===== src/rtl/shift_rotate_reg_if.sv =====
// Signal bundle for shift_rotate_reg: control and data inputs plus register,
// serial-out and handshake outputs.
interface shift_rotate_reg_if #(
    parameter int WIDTH = 8,
    parameter int AMT_W = $clog2(WIDTH) + 1
);
    logic             Clear;
    logic             Set;
    logic             Hold;
    logic             Load;
    logic [WIDTH-1:0] Data;
    logic             Start;
    logic [1:0]       Mode;
    logic [AMT_W-1:0] Amount;
    logic             SerIn;
    logic [WIDTH-1:0] Q;
    logic             SerOut;
    logic             Busy;
    logic             Done;

    modport master (
        output Clear, Set, Hold, Load, Data, Start, Mode, Amount, SerIn,
        input  Q, SerOut, Busy, Done
    );

    modport slave (
        input  Clear, Set, Hold, Load, Data, Start, Mode, Amount, SerIn,
        output Q, SerOut, Busy, Done
    );
endinterface


===== src/rtl/shift_rotate_reg.sv =====
// General-purpose WIDTH-bit register with clear/set/hold/load and a sequenced
// shift/rotate engine that performs one single-bit step per clock.
module shift_rotate_reg #(
    parameter int WIDTH = 8,
    parameter int AMT_W = $clog2(WIDTH) + 1
) (
    input logic               Clock,
    input logic               Reset,
    shift_rotate_reg_if.slave bus
);
    typedef enum logic [1:0] {SHL = 2'b00, SHR = 2'b01, ROL = 2'b10, ROR = 2'b11} mode_t;
    typedef enum logic {IDLE = 1'b0, SHIFT = 1'b1} state_t;

    state_t           state, next_state;
    mode_t            mode_q, mode_eff;
    logic [WIDTH-1:0] q_r, step_q;
    logic [AMT_W-1:0] cnt, amt_sat;
    logic             done_r;
    logic             busy;
    logic             serout;

    assign amt_sat = (bus.Amount > AMT_W'(WIDTH)) ? AMT_W'(WIDTH) : bus.Amount;

    always_ff @(posedge Clock or negedge Reset) begin
        if (!Reset) state <= IDLE;
        else        state <= next_state;
    end

    always_comb begin
        next_state = state;
        if (bus.Clear || bus.Set) begin
            next_state = IDLE;
        end else if (!bus.Hold) begin
            case (state)
                IDLE:    if (!bus.Load && bus.Start && amt_sat != '0) next_state = SHIFT;
                SHIFT:   if (cnt == AMT_W'(1)) next_state = IDLE;
                default: next_state = IDLE;
            endcase
        end
    end

    // SerOut follows the live Mode while idle so the first ejected bit is visible before Start.
    always_comb begin
        busy     = (state == SHIFT);
        mode_eff = (state == IDLE) ? mode_t'(bus.Mode) : mode_q;
        serout   = (mode_eff == SHL || mode_eff == ROL) ? q_r[WIDTH-1] : q_r[0];
        step_q   = q_r;
        case (mode_q)
            SHL:     step_q = {q_r[WIDTH-2:0], bus.SerIn};
            SHR:     step_q = {bus.SerIn, q_r[WIDTH-1:1]};
            ROL:     step_q = {q_r[WIDTH-2:0], q_r[WIDTH-1]};
            ROR:     step_q = {q_r[0], q_r[WIDTH-1:1]};
            default: step_q = q_r;
        endcase
    end

    always_ff @(posedge Clock or negedge Reset) begin
        if (!Reset) begin
            q_r    <= '0;
            cnt    <= '0;
            mode_q <= SHL;
            done_r <= 1'b0;
        end else begin
            done_r <= 1'b0;
            if (bus.Clear) begin
                q_r <= '0;
                cnt <= '0;
            end else if (bus.Set) begin
                q_r <= '1;
                cnt <= '0;
            end else if (!bus.Hold) begin
                case (state)
                    IDLE: begin
                        if (bus.Load) begin
                            q_r <= bus.Data;
                        end else if (bus.Start) begin
                            if (amt_sat == '0) begin
                                done_r <= 1'b1;
                            end else begin
                                mode_q <= mode_t'(bus.Mode);
                                cnt    <= amt_sat;
                            end
                        end
                    end
                    SHIFT: begin
                        q_r <= step_q;
                        cnt <= cnt - AMT_W'(1);
                        if (cnt == AMT_W'(1)) done_r <= 1'b1;
                    end
                    default: ;
                endcase
            end
        end
    end

    assign bus.Q      = q_r;
    assign bus.SerOut = serout;
    assign bus.Busy   = busy;
    assign bus.Done   = done_r;
endmodule

===== src/flat_wrapper.sv =====
// flat-port wrapper written by rule: the top's interface ports become plain ports
module shift_rotate_reg_flat 
#(
    parameter int WIDTH = 8,
    parameter int AMT_W = $clog2(WIDTH) + 1
)
  (Clock, Reset, bus_Clear, bus_Set, bus_Hold, bus_Load, bus_Data, bus_Start, bus_Mode, bus_Amount, bus_SerIn, bus_Q, bus_SerOut, bus_Busy, bus_Done);
  shift_rotate_reg_if #(.WIDTH(WIDTH), .AMT_W(AMT_W)) bus_i ();
  input logic Clock;
  input logic Reset;
  input wire logic [$bits(bus_i.Clear)-1:0] bus_Clear;
  input wire logic [$bits(bus_i.Set)-1:0] bus_Set;
  input wire logic [$bits(bus_i.Hold)-1:0] bus_Hold;
  input wire logic [$bits(bus_i.Load)-1:0] bus_Load;
  input wire logic [$bits(bus_i.Data)-1:0] bus_Data;
  input wire logic [$bits(bus_i.Start)-1:0] bus_Start;
  input wire logic [$bits(bus_i.Mode)-1:0] bus_Mode;
  input wire logic [$bits(bus_i.Amount)-1:0] bus_Amount;
  input wire logic [$bits(bus_i.SerIn)-1:0] bus_SerIn;
  output wire logic [$bits(bus_i.Q)-1:0] bus_Q;
  output wire logic [$bits(bus_i.SerOut)-1:0] bus_SerOut;
  output wire logic [$bits(bus_i.Busy)-1:0] bus_Busy;
  output wire logic [$bits(bus_i.Done)-1:0] bus_Done;
  assign bus_i.Clear = bus_Clear;
  assign bus_i.Set = bus_Set;
  assign bus_i.Hold = bus_Hold;
  assign bus_i.Load = bus_Load;
  assign bus_i.Data = bus_Data;
  assign bus_i.Start = bus_Start;
  assign bus_i.Mode = bus_Mode;
  assign bus_i.Amount = bus_Amount;
  assign bus_i.SerIn = bus_SerIn;
  assign bus_Q = bus_i.Q;
  assign bus_SerOut = bus_i.SerOut;
  assign bus_Busy = bus_i.Busy;
  assign bus_Done = bus_i.Done;
  shift_rotate_reg #(.WIDTH(WIDTH), .AMT_W(AMT_W)) u_core (.Clock(Clock), .Reset(Reset), .bus(bus_i));
endmodule

===== config.mk =====
export PLATFORM = sky130hd
export DESIGN_NAME = shift_rotate_reg_flat
export DESIGN_NICKNAME = d
export VERILOG_FILES = /design/src/rtl/shift_rotate_reg_if.sv /design/src/rtl/shift_rotate_reg.sv /design/src/flat_wrapper.sv
export SDC_FILE = /design/constraint.sdc
export NUM_CORES = 1
export LEC_CHECK = 0
export CAP_MARGIN = 20
export CORE_AREA = 3 3 60 62
export CTS_CLUSTER_SIZE = 8
export DETAILED_ROUTE_END_ITERATION = 8
export DIE_AREA = 0 0 63 65
export PLACE_DENSITY_LB_ADDON = 0.3
export SYNTH_ARGS = -nofsm -noshare
export SYNTH_HDL_FRONTEND = slang
export SYNTH_SLANG_ARGS = --single-unit

===== constraint.sdc =====
create_clock -name Clock -period 2.6 [get_ports Clock]
set_clock_uncertainty 0.1 [all_clocks]
set_input_delay 0.52 -clock Clock [delete_from_list [all_inputs] [get_ports Clock]]
set_output_delay 0.52 -clock Clock [all_outputs]
set_load 0.02 [all_outputs]

-- Word level (Yosys, flattened, before mapping)
Cells that the tools add are included.
- bits of input ports: 22
- word-level logic and storage cells: 65
- output and inout port bits: 11
- flip-flop bits (word level): 16
- bitwise logic cells: 6
- mux-type cells: 29
- order comparisons: 1
- equality and inequality tests: 11
- $add $sub $neg: 1
- reduce and logical (&&, ||, !) cells: 12
- operators by type and width (operator ; count):
    8-bit two-way mux ; 4
    8-bit one-hot mux with 4 select lines ; 1
    4-bit two-way mux ; 7
    4-bit inequality test (second input constant) ; 4
    8-bit one-hot mux with 2 select lines ; 1
    1-bit two-way mux ; 12
    4-bit one-hot mux with 2 select lines ; 1
    7-bit AND reduction ; 1
    2-bit equality test (second input constant) ; 3
    1-bit inverter ; 6
    4-bit by 1-bit equality test with 1-bit output (second input constant) ; 1
    4-bit > comparator (second input constant) ; 1
    2-bit zero test ; 2
    4-bit zero test ; 1
    1-bit one-hot mux with 2 select lines ; 2
    4-bit AND reduction ; 1
    4-bit nonzero test ; 1
    4-bit by 1-bit subtractor with 4-bit output (second input constant) ; 1
    3-bit inequality test (second input constant) ; 1
    2-bit by 1-bit equality test with 1-bit output (second input constant) ; 1
    1-bit logical AND ; 2
    1-bit logical OR ; 2
    2-bit two-way mux ; 1
    2-bit by 1-bit inequality test with 1-bit output (second input constant) ; 1
    other kinds (2) ; 2

-- Depth between registers and ports, before layout
- word-level depth: 10
- depth in mapped cells: 6
- depth with buffers taken out: 5

-- Worst setup path before layout
OpenSTA, ideal clock, no wires.
- path type: flip-flop to output port
- start point: register u_core.state (netlist: u_core.bus.Busy)
- end point: output port bus_SerOut
- stages on the path, launching flop included: 4
- data required time: 1.980 ns
- arrival time: 1.266 ns
- buffers on the path: 1
- slack: 0.714 ns
- path through: dfrtp_1 buf_2 mux2i_1 mux2_2
- word-level cells in the longest chain between the ends: 4
- elaborated cells on any way between the ends: 5
- classes of those cells: 1 x eq/ne; 2 x mux; 2 x reduce/logical
- ends and longest elaborated chain (item ; line ; text):
    start: declaration ; shift_rotate_reg.sv:14 ; state_t state, next_state;
    start signal: assignment ; shift_rotate_reg.sv:26 ; else state <= next_state;
    2-bit two-way mux * ; shift_rotate_reg.sv:45 ; mode_eff = (state == IDLE) ? mode_t'(bus.Mode) : mode_q;
    2-bit equality test or 2-bit zero test (tied branches) ; shift_rotate_reg.sv:46 ; serout = (mode_eff == SHL || mode_eff == ROL) ? q_r[WIDTH-1] : q_r[0];
    1-bit logical OR * ; shift_rotate_reg.sv:46 ;
    1-bit two-way mux * ; shift_rotate_reg.sv:46 ;
    end: declaration ; flat_wrapper.sv:21 ; output wire logic [$bits(bus_i.SerOut)-1:0] bus_SerOut;
Every way passes the cells marked *; elsewhere a longest branch is shown, timed or not.

-- Worst setup path after layout
- start point: input port bus_Mode[0]
- end point: output port bus_SerOut
- word-level cells in the longest chain between the ends: 4
- elaborated cells on any way between the ends: 5
- classes of those cells: 1 x eq/ne; 2 x mux; 2 x reduce/logical
- ends and longest elaborated chain (item ; line ; text):
    start: declaration ; flat_wrapper.sv:17 ; input wire logic [$bits(bus_i.Mode)-1:0] bus_Mode;
    2-bit two-way mux * ; shift_rotate_reg.sv:45 ;
    2-bit equality test or 2-bit zero test (tied branches) ; shift_rotate_reg.sv:46 ;
    1-bit logical OR * ; shift_rotate_reg.sv:46 ;
    1-bit two-way mux * ; shift_rotate_reg.sv:46 ;
Marks and branches as above.

==> metrics.yaml <==
outcome: "finished clean"
p_sw_mw: 0.195
hold_viol: 0
drv_slew: 0
gp_congestion: 0.753
drc_errors: 0
synthTopCellsByCount: "dfrtp_1, nand2_1, o21ai_0"
clk_latency_ps: 290
htree_levels: 1
clock-sinks: 16
slowest_delay_ps: 420
vias: 977
finalCriticalPeriod_ps: 2390
gr-total-overflow: 0
diodes: 0
grt_first_pass_wirelength_um: 4550
p_int_mw: 0.453
io_pins: 33
antenna_found_initial: 0
pre_cts_ws_ps: -13.3
cts_buffer_depth: 2
combPwrFrac: 0.293
max-vdd-ir-drop_uv: 187
tritoncts: "yes"
ctsRootBufferMaster: "clkbuf_4"
finalNetCount: 171
core_um2: 3080
drtPass1Iterations: 4
grt_pass1_vias: 958
worstPathRequired_ps: 1980
cp_num_buf_inv: 2
postCtsHoldBufs: 0
p_leak_nw: 0.592
finalSetupViolations: 0
power.density_nw_per_um2: 443
ant_nets: 0
synth-seq-cells: 16
clk_pin_slew_worst_paths_ps: 100
drt_iter0_markers: 65
fin_ws_ps: 209
hpwl_um: 1980
critPathKind: "input pin to output port"
wl_um: 2710
start_kind: "input pin"
fin_crit_sh: 0.919
area_growth_pct: 37.3
critPathMaxFanout: 2
total_power_mw: 0.649
synth_fp_nets: 137
start_util: 0.347
fmax_mhz: 418
synth_top_area_share: 0.375
crit_family: "buffers and inverters"
die_h_um: 65
synth_most_common_cell: "dfrtp_1"
worst_pin_slew_ps: 723
drive_gt1_frac: 0.130
seq_power_share: 0.445
vias_per_cell: 5.14
switching_share: 0.301
crit_path_end_kind: "output port"
synth_area_um2: 1070
synth_edf_count: 0
ys_async_sr_fraction: 1.00
grt_start_max_net_pins: 30
synth-main-ff-cell: "dfrtp_1"
yosys.area_share.adder: 0.0234
cap_viol_max_count: 0
rsz0062_at_grt: "false"
synth_warnings: 0
muxShareOfSynthArea: 0.116
crit_slowest_cell: "clkdlybuf4s50_1"
dieArea_um2: 4100
synth.avg_cell_area_um2: 9.44
port_buffers: 32
hold_class: "flop to flop"
synth_top_family_by_area: "compound AO/OA/AOI/OAI gates"
die_w_um: 63
synthCells: 113
max-slew-margin-rel: 0.517
wire_per_inst_um: 14.3
ys_seq_area_frac: 0.375
numCtsBuffers: 3
rows: 20
synth_cell_types: 38
synth-xor-area-share: 0.00821
worstPathCellList: "clkdlybuf4s50_1, mux2i_1, mux2_2, dlygate4sd2_1"
synth.area.top_cells: "dfrtp_1, mux2i_1, o21ai_0"
clkPwrFrac: 0.262
synth_top_cell_by_area: "dfrtp_1"
crit_arrival_ps: 1770
post_cts_buffers: 0
synthSimpleGateAreaFrac: 0.206
synth_compound_area_frac: 0.220
track_usage: 0.139
## power by group through the flow
| stage | Clock (mW) | Sequential, mW | Combinational (mW) |
|---|---|---|---|
| CTS | 0.172 | 0.289 | 0.191 |
| global route | 0.186 | 0.292 | 0.206 |
| global placement | 0 | 0.292 | 0.189 |
| detailed placement | 0 | 0.294 | 0.191 |
| finish | 0.170 | 0.289 | 0.190 |
| floorplan | 0 | 0.303 | 0.0949 |
## timing repair
item / 4_1_cts / 5_1_grt
endpoints found under the setup margin: 1 / 0
hold endpoints to repair: 0 / 0
gates resized for setup: 1 / 0
## final cells by class
cell class                      instances  area, µm²
Clock buffer                            4       36.3
Fill cell                             295       1610
Inverter                                3       11.3
Multi-Input combinational cell         87        613
Sequential cell                        16        400
Tap cell                               44       55.1
Timing Repair Buffer                   36        349
## stage by stage
| step | instance area, µm² | utilization | cells | hold WS (ps) | TNS, ps |
|---|---|---|---|---|---|
| floorplan | 1070 | - | 113 | 124 | 0 |
| global placement | 1430 | 0.465 | 186 | 443 | 0 |
| detailed placement | 1430 | 0.465 | 186 | 467 | -13.3 |
| CTS | 1470 | 0.476 | 190 | 489 | 0 |
| global route | 1470 | 0.476 | 190 | 505 | 0 |
| finish | 1470 | 0.476 | 190 | 488 | 0 |
## sequential cells by signal (all words and copies together) (netlist names)
signal / cells
u_core.mode_q: 2
u_core.bus.Busy: 1
u_core.bus.Q: 8
u_core.bus.Done: 1
u_core.cnt: 4
## worst reg2reg max path, stage by stage, from the launching register on
cell and delay, ps:
dfrtp_1 390, buf_4 300, o21bai_1 140, nand2b_1 280, nor2_1 80, a311oi_1 260
## layer usage
layer | share of wire | global-route usage | wire length (µm) | vias up
met5 | 0 | 0 | 0 | -
met4 | 0.011 | 0.0579 | 29 | 0
met3 | 0.038 | 0.0225 | 102 | 2
met2 | 0.47 | 0.223 | 1290 | 23
met1 | 0.48 | 0.184 | 1290 | 471
li1 | - | - | - | 481
## logic make-up (layout without fill, tap and decap cells)
| kind of cell | after synthesis | in the layout |
|---|---|---|
| XOR/XNOR | 1 | 1 |
| AO/OA/AOI/OAI | 33 | 33 |
| AND/OR/NAND/NOR | 39 | 39 |
| multiplexers | 12 | 12 |
| flip-flops | 16 | 16 |
| adder cells (fa/ha/maj) | 2 | 2 |
| buffers and inverters | 10 | 43 |
## path summary, 6_finish.rpt
path | from | to | slack [ps] | cells after the start
max | bus_Mode[0] | bus_SerOut | 210 | 4
min | u_core.cnt[1] | u_core.cnt[1] | 490 | 1
max reg2reg | u_core.bus.Busy | u_core.bus.Q[0] | 950 | 5
min reg2reg | u_core.cnt[1] | u_core.cnt[1] | 490 | 1
max in group asynchronous | Reset | u_core.bus.Q[5] | 1390 | 1
min in group asynchronous | Reset | u_core.bus.Done | 550 | 1
## layout by cell type (no fill, tap or decap), types with 2 or more instances in the layout
cell type / instances
mux2i_1: 9
nor2_1: 11
a211oi_1: 6
nand2b_1: 4
mux2_2: 3
ha_1: 2
o21ai_0: 12
inv_1: 3
buf_4: 4
nand2_1: 12
clkdlybuf4s50_1: 31
dfrtp_1: 16
a311oi_1: 2
clkbuf_4: 3
nor3_1: 2
a21oi_1: 3
(Power assumes the default switching activity.)
